**src/rtl/tlb_refill_walker_pkg.sv**
```systemverilog
// Shared MMU definitions: MIPS TLB field positions and the refill walker state encoding.
package tlb_refill_walker_pkg;

    // Virtual address / EntryHi fields
    localparam int unsigned Vpn2Msb   = 31;
    localparam int unsigned Vpn2Lsb   = 13;
    localparam int unsigned Vpn2Width = Vpn2Msb - Vpn2Lsb + 1;
    localparam int unsigned AsidMsb   = 7;
    localparam int unsigned AsidLsb   = 0;

    // EntryLo flag bits
    localparam int unsigned EloGBit = 0;
    localparam int unsigned EloVBit = 1;
    localparam int unsigned EloDBit = 2;

    typedef enum logic [2:0] {
        StIdle,
        StRdEven,
        StRdOdd,
        StWrite,
        StDone
    } walk_state_e;

    function automatic logic pte_valid(input logic [31:0] pte);
        return pte[EloVBit];
    endfunction

endpackage

```
**src/rtl/tlb_refill_walker_if.sv**
```systemverilog
// Miss-request, page-table read and TLB write signals of the refill walker.
interface tlb_refill_walker_if #(
    parameter int unsigned ENTRY_ADDR_WIDTH = 3
);
    logic                        missReq;
    logic [31:0]                 missVAddr;
    logic [7:0]                  missAsid;
    logic [31:0]                 ptBase;
    logic [ENTRY_ADDR_WIDTH-1:0] wired;
    logic                        busy;
    logic                        done;
    logic                        fault;
    logic                        memReq;
    logic [31:0]                 memAddr;
    logic                        memAck;
    logic [31:0]                 memData;
    logic                        tlbWe;
    logic [31:0]                 tlbIndex;
    logic [31:0]                 tlbEntryHi;
    logic [31:0]                 tlbEntryLo0;
    logic [31:0]                 tlbEntryLo1;
    logic [31:0]                 tlbPageMask;

    // Walker side
    modport master (
        input  missReq, missVAddr, missAsid, ptBase, wired, memAck, memData,
        output busy, done, fault, memReq, memAddr,
        output tlbWe, tlbIndex, tlbEntryHi, tlbEntryLo0, tlbEntryLo1, tlbPageMask
    );

    // Requester / memory / TLB side
    modport slave (
        output missReq, missVAddr, missAsid, ptBase, wired, memAck, memData,
        input  busy, done, fault, memReq, memAddr,
        input  tlbWe, tlbIndex, tlbEntryHi, tlbEntryLo0, tlbEntryLo1, tlbPageMask
    );

endinterface

```
**src/rtl/tlb_random_counter.sv**
```systemverilog
// Wired-aware pseudo-random TLB replacement index: free-running down-counter that never
// lands in the wired slots [0, wired).
module tlb_random_counter #(
    parameter int unsigned ENTRY_ADDR_WIDTH = 3
) (
    input  logic                        clk_i,
    input  logic                        rst_ni,
    input  logic [ENTRY_ADDR_WIDTH-1:0] wired_i,
    output logic [ENTRY_ADDR_WIDTH-1:0] index_o
);
    localparam int unsigned EntryCount = 1 << ENTRY_ADDR_WIDTH;
    localparam logic [ENTRY_ADDR_WIDTH-1:0] LastIdx = ENTRY_ADDR_WIDTH'(EntryCount - 1);

    logic [ENTRY_ADDR_WIDTH-1:0] cnt_q, cnt_d;
    logic [ENTRY_ADDR_WIDTH:0]   wired_ext;

    // Decrement, wrapping to the top slot once the counter reaches the wired boundary
    always_comb begin
        cnt_d = cnt_q - ENTRY_ADDR_WIDTH'(1);
        if (cnt_q <= wired_i) begin
            cnt_d = LastIdx;
        end
    end

    // Counter register
    always_ff @(posedge clk_i) begin
        if (!rst_ni) begin
            cnt_q <= LastIdx;
        end else begin
            cnt_q <= cnt_d;
        end
    end

    // Guard kept for reuse with a wider wired field: fully wired TLB uses the top slot
    assign wired_ext = {1'b0, wired_i};
    assign index_o   = (wired_ext >= (ENTRY_ADDR_WIDTH + 1)'(EntryCount)) ? LastIdx : cnt_q;

endmodule

```
**src/rtl/tlb_refill_walker.sv**
```systemverilog
// TLB refill walker: reads the even/odd PTE pair for a missing VPN2 from a linear page
// table and writes one TLB entry into a non-wired slot, or reports a fault.
module tlb_refill_walker
    import tlb_refill_walker_pkg::*;
#(
    parameter int unsigned ENTRY_ADDR_WIDTH = 3,
    parameter logic [31:0] PAGE_MASK        = 32'h0
) (
    input logic                 clk,
    input logic                 res,
    tlb_refill_walker_if.master bus
);
    walk_state_e                 state_q, state_d;
    logic [Vpn2Width-1:0]        vpn2_q, vpn2_d;
    logic [7:0]                  asid_q, asid_d;
    logic [31:0]                 pte0_q, pte0_d;
    logic                        busy_q, busy_d;
    logic                        done_q, done_d;
    logic                        fault_q, fault_d;
    logic                        mem_req_q, mem_req_d;
    logic [31:0]                 mem_addr_q, mem_addr_d;
    logic                        tlb_we_q, tlb_we_d;
    logic [ENTRY_ADDR_WIDTH-1:0] tlb_index_q, tlb_index_d;
    logic [31:0]                 entry_hi_q, entry_hi_d;
    logic [31:0]                 entry_lo0_q, entry_lo0_d;
    logic [31:0]                 entry_lo1_q, entry_lo1_d;
    logic [31:0]                 page_mask_q, page_mask_d;
    logic [ENTRY_ADDR_WIDTH-1:0] rand_index;
    logic                        unused_vaddr_lo;

    tlb_random_counter #(
        .ENTRY_ADDR_WIDTH(ENTRY_ADDR_WIDTH)
    ) u_random_counter (
        .clk_i  (clk),
        .rst_ni (res),
        .wired_i(bus.wired),
        .index_o(rand_index)
    );

    // Walk sequencing; every output is computed here and registered below
    always_comb begin
        state_d     = state_q;
        vpn2_d      = vpn2_q;
        asid_d      = asid_q;
        pte0_d      = pte0_q;
        done_d      = 1'b0;
        fault_d     = 1'b0;
        tlb_we_d    = 1'b0;
        mem_req_d   = mem_req_q;
        mem_addr_d  = mem_addr_q;
        tlb_index_d = tlb_index_q;
        entry_hi_d  = entry_hi_q;
        entry_lo0_d = entry_lo0_q;
        entry_lo1_d = entry_lo1_q;
        page_mask_d = page_mask_q;
        case (state_q)
            StIdle: begin
                if (bus.missReq) begin
                    vpn2_d     = bus.missVAddr[Vpn2Msb:Vpn2Lsb];
                    asid_d     = bus.missAsid[AsidMsb:AsidLsb];
                    // Each PTE pair is 8 bytes; the add wraps at 2^32
                    mem_addr_d = bus.ptBase + 32'({bus.missVAddr[Vpn2Msb:Vpn2Lsb], 3'b000});
                    mem_req_d  = 1'b1;
                    state_d    = StRdEven;
                end
            end
            StRdEven: begin
                if (bus.memAck) begin
                    pte0_d     = bus.memData;
                    mem_addr_d = mem_addr_q + 32'd4;
                    state_d    = StRdOdd;
                end
            end
            StRdOdd: begin
                if (bus.memAck) begin
                    mem_req_d = 1'b0;
                    if (!pte_valid(pte0_q) && !pte_valid(bus.memData)) begin
                        done_d  = 1'b1;
                        fault_d = 1'b1;
                        state_d = StDone;
                    end else begin
                        tlb_we_d    = 1'b1;
                        tlb_index_d = rand_index;
                        entry_hi_d  = {vpn2_q, 5'b0, asid_q};
                        entry_lo0_d = pte0_q;
                        entry_lo1_d = bus.memData;
                        page_mask_d = PAGE_MASK;
                        state_d     = StWrite;
                    end
                end
            end
            StWrite: begin
                done_d  = 1'b1;
                state_d = StDone;
            end
            StDone: begin
                state_d = StIdle;
            end
            default: begin
                state_d = StIdle;
            end
        endcase
        busy_d = (state_d != StIdle);
    end

    // State and output registers; reset abandons any outstanding read
    always_ff @(posedge clk) begin
        if (!res) begin
            state_q     <= StIdle;
            vpn2_q      <= '0;
            asid_q      <= '0;
            pte0_q      <= '0;
            busy_q      <= 1'b0;
            done_q      <= 1'b0;
            fault_q     <= 1'b0;
            mem_req_q   <= 1'b0;
            mem_addr_q  <= '0;
            tlb_we_q    <= 1'b0;
            tlb_index_q <= '0;
            entry_hi_q  <= '0;
            entry_lo0_q <= '0;
            entry_lo1_q <= '0;
            page_mask_q <= '0;
        end else begin
            state_q     <= state_d;
            vpn2_q      <= vpn2_d;
            asid_q      <= asid_d;
            pte0_q      <= pte0_d;
            busy_q      <= busy_d;
            done_q      <= done_d;
            fault_q     <= fault_d;
            mem_req_q   <= mem_req_d;
            mem_addr_q  <= mem_addr_d;
            tlb_we_q    <= tlb_we_d;
            tlb_index_q <= tlb_index_d;
            entry_hi_q  <= entry_hi_d;
            entry_lo0_q <= entry_lo0_d;
            entry_lo1_q <= entry_lo1_d;
            page_mask_q <= page_mask_d;
        end
    end

    assign bus.busy        = busy_q;
    assign bus.done        = done_q;
    assign bus.fault       = fault_q;
    assign bus.memReq      = mem_req_q;
    assign bus.memAddr     = mem_addr_q;
    assign bus.tlbWe       = tlb_we_q;
    assign bus.tlbIndex    = 32'(tlb_index_q);
    assign bus.tlbEntryHi  = entry_hi_q;
    assign bus.tlbEntryLo0 = entry_lo0_q;
    assign bus.tlbEntryLo1 = entry_lo1_q;
    assign bus.tlbPageMask = page_mask_q;

    // Page offset bits of the faulting address play no part in the refill
    assign unused_vaddr_lo = ^bus.missVAddr[Vpn2Lsb-1:0];

endmodule

```
**src/flat_wrapper.sv**
```systemverilog
// flat-port wrapper written by rule: the top's interface ports become plain ports
module tlb_refill_walker_flat import tlb_refill_walker_pkg::*;
#(
    parameter int unsigned ENTRY_ADDR_WIDTH = 3,
    parameter logic [31:0] PAGE_MASK        = 32'h0
)
  (clk, res, bus_missReq, bus_missVAddr, bus_missAsid, bus_ptBase, bus_wired, bus_memAck, bus_memData, bus_busy, bus_done, bus_fault, bus_memReq, bus_memAddr, bus_tlbWe, bus_tlbIndex, bus_tlbEntryHi, bus_tlbEntryLo0, bus_tlbEntryLo1, bus_tlbPageMask);
  tlb_refill_walker_if #(.ENTRY_ADDR_WIDTH(ENTRY_ADDR_WIDTH)) bus_i ();
  input logic clk;
  input logic res;
  input wire logic [$bits(bus_i.missReq)-1:0] bus_missReq;
  input wire logic [$bits(bus_i.missVAddr)-1:0] bus_missVAddr;
  input wire logic [$bits(bus_i.missAsid)-1:0] bus_missAsid;
  input wire logic [$bits(bus_i.ptBase)-1:0] bus_ptBase;
  input wire logic [$bits(bus_i.wired)-1:0] bus_wired;
  input wire logic [$bits(bus_i.memAck)-1:0] bus_memAck;
  input wire logic [$bits(bus_i.memData)-1:0] bus_memData;
  output wire logic [$bits(bus_i.busy)-1:0] bus_busy;
  output wire logic [$bits(bus_i.done)-1:0] bus_done;
  output wire logic [$bits(bus_i.fault)-1:0] bus_fault;
  output wire logic [$bits(bus_i.memReq)-1:0] bus_memReq;
  output wire logic [$bits(bus_i.memAddr)-1:0] bus_memAddr;
  output wire logic [$bits(bus_i.tlbWe)-1:0] bus_tlbWe;
  output wire logic [$bits(bus_i.tlbIndex)-1:0] bus_tlbIndex;
  output wire logic [$bits(bus_i.tlbEntryHi)-1:0] bus_tlbEntryHi;
  output wire logic [$bits(bus_i.tlbEntryLo0)-1:0] bus_tlbEntryLo0;
  output wire logic [$bits(bus_i.tlbEntryLo1)-1:0] bus_tlbEntryLo1;
  output wire logic [$bits(bus_i.tlbPageMask)-1:0] bus_tlbPageMask;
  assign bus_i.missReq = bus_missReq;
  assign bus_i.missVAddr = bus_missVAddr;
  assign bus_i.missAsid = bus_missAsid;
  assign bus_i.ptBase = bus_ptBase;
  assign bus_i.wired = bus_wired;
  assign bus_i.memAck = bus_memAck;
  assign bus_i.memData = bus_memData;
  assign bus_busy = bus_i.busy;
  assign bus_done = bus_i.done;
  assign bus_fault = bus_i.fault;
  assign bus_memReq = bus_i.memReq;
  assign bus_memAddr = bus_i.memAddr;
  assign bus_tlbWe = bus_i.tlbWe;
  assign bus_tlbIndex = bus_i.tlbIndex;
  assign bus_tlbEntryHi = bus_i.tlbEntryHi;
  assign bus_tlbEntryLo0 = bus_i.tlbEntryLo0;
  assign bus_tlbEntryLo1 = bus_i.tlbEntryLo1;
  assign bus_tlbPageMask = bus_i.tlbPageMask;
  tlb_refill_walker #(.ENTRY_ADDR_WIDTH(ENTRY_ADDR_WIDTH), .PAGE_MASK(PAGE_MASK)) u_core (.clk(clk), .res(res), .bus(bus_i));
endmodule
```
**config.mk**
```make
export PLATFORM = sky130hd
export DESIGN_NAME = tlb_refill_walker_flat
export DESIGN_NICKNAME = d
export VERILOG_FILES = /design/src/rtl/tlb_refill_walker_pkg.sv /design/src/rtl/tlb_refill_walker_if.sv /design/src/rtl/tlb_random_counter.sv /design/src/rtl/tlb_refill_walker.sv /design/src/flat_wrapper.sv
export SDC_FILE = /design/constraint.sdc
export NUM_CORES = 1
export LEC_CHECK = 0
export BUFFER_PORTS_ARGS = -buffer_cell sky130_fd_sc_hd__buf_4
export CORE_ASPECT_RATIO = 0.5
export CORE_UTILIZATION = 30
export CTS_CLUSTER_DIAMETER = 30
export CTS_CLUSTER_SIZE = 10
export DETAILED_ROUTE_END_ITERATION = 16
export GPL_ROUTABILITY_DRIVEN = 0
export PLACE_DENSITY = 0.5
export RECOVER_POWER = 100
export SETUP_SLACK_MARGIN = 0.1
export SLEW_MARGIN = 20
export SYNTH_ARGS = -nofsm -noshare
export SYNTH_HDL_FRONTEND = slang
export SYNTH_SLANG_ARGS = --single-unit
```
**constraint.sdc**
```tcl
create_clock -name clk -period 3.23 [get_ports clk]
set_clock_uncertainty 0.1 [all_clocks]
set_input_delay 0.323 -clock clk [delete_from_list [all_inputs] [get_ports clk]]
set_output_delay 0.323 -clock clk [all_outputs]
set_load 0.02 [all_outputs]
```
==> impl_metrics.toml, run 1 <==
[status]
violations = "max-capacitance violations, max-slew violations"
run_status = "finished with violations"

[routing]
via_per_inst = 4.74
drc = 0
drtPass1Iterations = 5
routedWlPerCell_um = 15.7
routed_wl_mm = 29.2
ant_nets = 0
via_count = 8831
first_iter_violations = 573

[global_routing]
use_met2_pct = 30.2
grtUsageMet1_pct = 23.6
grt_pass1_vias = 8088
busiest_layer = "met2"
grt.overflow.total = 0
grt_max_degree = 161
antenna_found_initial = 0
use_met3_pct = 3.82
grt_pass1_wl_mm = 45.4
track_usage_pct = 18.0

[die]
die_h_um = 127
fp.dieArea_um2 = 32000
pin_count = 308
fp-row-count = 45
start_util_pct = 30.7
die_w_um = 252
core_um2 = 30500

[sta]
finalSetupViolCount = 0
final.min_clock_period_ns = 2.76
fmax_ghz = 0.362
rsz0062_at_grt = "false"
hold_violations = 0
drv_slew = 36
slew_headroom_pct = -10.1
setup_ws_ns = 0.465
timing.final.crit_share_pct = 85.6
tightest_slew_ns = 1.65
final.setup.tns_ns = 0

[synthesis]
synthTopCellsByArea = "dfxtp_1 (42%), nand2_1 (14%), a21oi_1 (11%), buf_4 (5.3%), ha_1 (3.2%)"
ys_seq_elements = 196
syn_inst = 1230
synth-seq-area-share_pct = 41.9
synth_cell_type_count = 66
synth_enable_flop_cells = 0
syn_area_um2 = 9360
ys_warn_count = 0
async_flop_share_pct = 0
synth_ff_type = "dfxtp_1"
synth_area_per_cell_um2 = 7.61
yosysTopAreaCellShare_pct = 41.9
synth.largest_area_cell = "dfxtp_1"

[cells_and_area]
multi_input_area_um2 = 4860
nFillCells = 3326
register_area_um2 = 3920
fin_cells = 1862
post_route_cells_drive_above_1_share_pct = 10.1
nNetsFinal = 1564
area.growth.synth_to_final_pct = 20.8
antennaDiodeCount = 0
most-common-layout-cells = "nand2_1 (355), a21oi_1 (210), dfxtp_1 (196)"
layout_commonest_cell = "nand2_1"
final_core_utilization_pct = 37.1

[pwr]
switching_share_pct = 32.5
peakVddDrop_v = 0.000305
pwr-share-clk_pct = 34.1
internal_power_uw = 4080
power_frac_comb_pct = 20.6
seqPwrFrac_pct = 45.3
p_sw_uw = 1960
p_per_area_nw_per_um2 = 534
power.leakage_uw = 0.00426

[clock_tree]
cts_num_sinks = 196
clock_path_buffers = 2
cts_root_buffer = "clkbuf_16"
clk_latency_ns = 0.44
postCtsSetupBuffers = 0
cts_made_buffers = 17
cts_tree = "done"
cts.clk_slew.worst_paths_ns = 0.07
htree_levels = 4
cts_resized = 0
cts_hold_buf = 8

[critical_path]
crit_path_end_kind = "flip-flop"
path_max_fanout = 5
start_kind = "primary input"
worstSetupPathType = "in2reg"
critPathRequiredTime_ns = 3.49
critPathArrivalTime_ns = 3.02

[placement]
dp_slack_ns = 0.206
io_buffers = 228
dp.cells = 1824
dp_hpwl_mm = 20.5

[job]
cap_violations = 1

[min_path]
hp-class = "in2reg"
## worst max-delay path: stages
cell,delay (ns)
clkbuf_4,0.11
ha_1,0.21
fa_1,0.44
a211oi_2,0.27
o21ai_2,0.16
a211oi_1,0.47
a21oi_1,0.26
a32oi_1,0.44
a21boi_1,0.11
a211oi_1,0.23
## worst paths after layout
| check | from | endpoint | slack [ns] | depth (start not counted) |
|---|---|---|---|---|
| max | bus_ptBase[3] | u_core.bus.memAddr[23] | 0.47 | 10 |
| min | bus_memData[12] | u_core.pte0_q[12] | 0.03 | 3 |
| max reg2reg | u_core.pte0_q[1] | u_core.bus.tlbEntryHi[13] | 0.56 | 4 |
| min reg2reg | u_core.u_random_counter.cnt_q[0] | u_core.u_random_counter.cnt_q[0] | 0.31 | 1 |
## cells in the mapped netlist, types with 8 or more instances
cell type	count
a21o_1	16
a21oi_1	210
a31oi_1	9
and3_1	12
buf_4	66
clkbuf_1	59
dfxtp_1	196
ha_1	24
inv_1	11
nand2_1	355
nand3_1	23
nand4_1	11
nor2_1	42
nor3_1	12
o21ai_0	28
o21ai_1	14
o22ai_1	8
xnor2_1	15
## routing by layer
layer | vias up | part of all wire [%]
li1 | 4475 | -
met1 | 4116 | 47
met2 | 217 | 47
met3 | 23 | 4.7
met4 | 0 | 1.3
met5 | - | 0
## power groups by stage
stage          Combinational (uW)  Clock [uW]  Sequential (uW)
2_1_floorplan                 809           0             2830
3_3_place_gp                 1310           0             2790
3_5_place_dp                 1320           0             2790
4_1_cts                      1340        2130             2740
5_1_grt                      1370        2240             2760
6_report                     1250        2060             2740
## kinds of logic after synthesis
| group | count (synthesis) | synth area share (%) |
|---|---|---|
| flip-flops | 196 | 41.9 |
| multiplexers | 4 | 0.428 |
| AO/OA/AOI/OAI | 338 | 20.9 |
| adder cells (fa/ha/maj) | 25 | 3.42 |
| buffers and inverters | 148 | 8.66 |
| XOR/XNOR | 20 | 1.87 |
| AND/OR/NAND/NOR | 498 | 22.8 |
| other | 1 | 0.0400 |
## area by class of cell
type | instances | area share (%)
multi-input combinational | 951 | 43.0
timing repair buffer | 251 | 12.4
inverter | 11 | 0.387
clock buffer | 21 | 3.98
sequential | 196 | 34.7
tap | 423 | 4.68
clock inverter | 9 | 0.863
## registers in the layout, indices dropped and copies added, names as in the netlist
name and count:
u_core.asid_q 8, u_core.state_q 3, u_core.bus.memReq 1, u_core.bus.fault 1, u_core.bus.tlbEntryHi 27, u_core.bus.busy 1, u_core.pte0_q 32, u_core.bus.tlbEntryLo0 32
u_core.tlb_index_q 3, u_core.bus.memAddr 32, u_core.bus.done 1, u_core.u_random_counter.cnt_q 3, u_core.bus.tlbEntryLo1 32, u_core.vpn2_q 19, u_core.bus.tlbWe 1
## stage by stage
step,hold slack [ns],area (um^2),power (uW)
after floorplan,0.271,9610,3640
after global placement,0.287,11200,4100
after detailed placement,0.283,11200,4120
after CTS,0.000384,11900,6200
after global routing,0.00827,11300,6370
final,0.0311,11300,6040
Note: power is estimated with default switching activity, not from simulation.
==> run 2: changes to the inputs <==
MAX_ROUTING_LAYER = met4   (was unset)
clock period = 2.6 ns   (was 3.23 ns; I/O delays follow)
==> run 2 against run 1 <==
Compared with the run above: the flow now finishes without violations; via count grew 5.2%; combinational power grew 35%; sequential power grew 24%; global-route usage grew 1.1 points; worst hold slack gained 0.017 ns; core utilization grew 2.6 points; total power grew 28%; critical path type unchanged; critical endpoint is now u_core.bus.memAddr[24].
==> impl_metrics.toml, run 2 (synthesis results as in run 1) <==
[job]
cap_violations = 0

[global_routing]
track_usage_pct = 19.1
grt.overflow.total = 0
grt_pass1_vias = 8628
grt_max_degree = 94
antenna_found_initial = 0
grt_pass1_wl_mm = 47.0

[critical_path]
critPathArrivalTime_ns = 2.69
start_kind = "primary input"
worstSetupPathType = "in2reg"
r2r_cells = 9
path_max_fanout = 5
crit_path_end_kind = "flip-flop"
critPathRequiredTime_ns = 2.82

[min_path]
hold_depth = 3
hp-class = "in2reg"

[routing]
drtPass1Iterations = 5
routed_wl_mm = 30.1
ant_nets = 0
first_iter_violations = 592
via_count = 9287
routedWlPerCell_um = 15.5
via_per_inst = 4.77
drc = 0

[die]
die_h_um = 127
fp-row-count = 45
pin_count = 308
core_um2 = 30500
die_w_um = 252
start_util_pct = 30.7
fp.dieArea_um2 = 32000

[sta]
hold_violations = 0
finalSetupViolCount = 0
drv_slew = 0
slew_headroom_pct = 45.5
final.min_clock_period_ns = 2.47
tightest_slew_ns = 0.818
fmax_ghz = 0.405
setup_ws_ns = 0.131
holdWs_ns = 0.0485
timing.final.crit_share_pct = 95.0
rsz0062_at_grt = "true"

[pwr]
peakVddDrop_v = 0.000322
pwr-share-clk_pct = 34.4
internal_power_uw = 5200
power_frac_comb_pct = 21.8
p_per_area_nw_per_um2 = 640
seqPwrFrac_pct = 43.7
p_sw_uw = 2550
power.leakage_uw = 0.00465
switching_share_pct = 32.9

[cells_and_area]
nFillCells = 3340
layout_commonest_cell = "nand2_1"
fin_cells = 1945
antennaDiodeCount = 0
post_route_cells_drive_above_1_share_pct = 11.8
area.growth.synth_to_final_pct = 29.3
most-common-layout-cells = "nand2_1 (355), a21oi_1 (210), dfxtp_1 (196)"
nNetsFinal = 1645

[placement]
io_buffers = 228
dp_hpwl_mm = 21.4
dp.cells = 1853
dp_slack_ns = -0.0406

[clock_tree]
cts_num_sinks = 196
cts_root_buffer = "clkbuf_16"
clock_path_buffers = 2
cts_made_buffers = 17
htree_levels = 4
clk_latency_ns = 0.45
cts.clk_slew.worst_paths_ns = 0.07
cts_tree = "done"

[status]
run_status = "finished, final reports clean"
run 2: changes by cell type in the layout (fill, tap and decap cells not counted), moves of 2 or more:
cell           before  now
nor4_1              5    3
dlygate4sd3_1       8   60
nor4_2              0    2
buf_4             103  129
inv_8               1    5
run 2: routing by layer:
layer / wire, um / part of all wire (%) / global-route usage (%)
met3: 1310 / 4.3 / 3.65
met1: 13900 / 46 / 24.0
met2: 14600 / 48 / 31.7
met5: 0 / 0 / -
met4: 357 / 1.2 / 4.71
run 2: path summary, 6_finish.rpt:
kind                               startpoint                               end  slack [ns]
max                         bus_missVAddr[22]            u_core.bus.memAddr[24]        0.13
min                                bus_memAck                  u_core.bus.fault        0.05
max reg2reg             u_core.bus.memAddr[2]            u_core.bus.memAddr[28]        0.19
min reg2reg  u_core.u_random_counter.cnt_q[0]  u_core.u_random_counter.cnt_q[0]        0.31
run 2: timing repair:
action                                  in CTS  in global routing
setup buffers                                0                  0
resized for setup                            0                  3
endpoints found under the setup margin       0                  3
hold buffers                                60                  0
hold endpoints to repair                    91                  0
run 2: cell type report:
type,instances,area [um^2],share of cell area [%]
Multi-Input combinational cell,951,4880,40.3
Clock inverter,13,139,1.15
Inverter,11,43.8,0.362
Timing Repair Buffer,332,2150,17.7
Clock buffer,19,443,3.66
Sequential cell,196,3920,32.4
Tap cell,423,529,4.37
run 2: power groups by stage:
stage / combinational (uW) / sequential [uW] / clock (uW)
final: 1690 / 3390 / 2670
after CTS: 1810 / 3390 / 2750
after global placement: 1710 / 3460 / 0
after floorplan: 1010 / 3520 / 0
after detailed placement: 1730 / 3460 / 0
after global routing: 1850 / 3420 / 2900
run 2: through the flow:
step                      setup TNS [ns]  util (%)  power [uW]  cell area [um^2]
final                                  0      39.7        7750             12100
after global placement           -0.0562      37.6        5170             11500
after CTS                              0      41.5        7950             12700
after detailed placement         -0.0624      37.6        5190             11500
after floorplan                        0         -        4530              9610
after global routing                   0      39.7        8170             12100
run 2: worst max-delay path, stage by stage:
cell and delay, ns:
dlygate4sd3_1 0.53, clkbuf_4 0.14, ha_1 0.33, nand4_1 0.15
nor2_1 0.09, a211o_1 0.36, a41o_1 0.32, a2111oi_1 0.40
a311oi_1 0.10
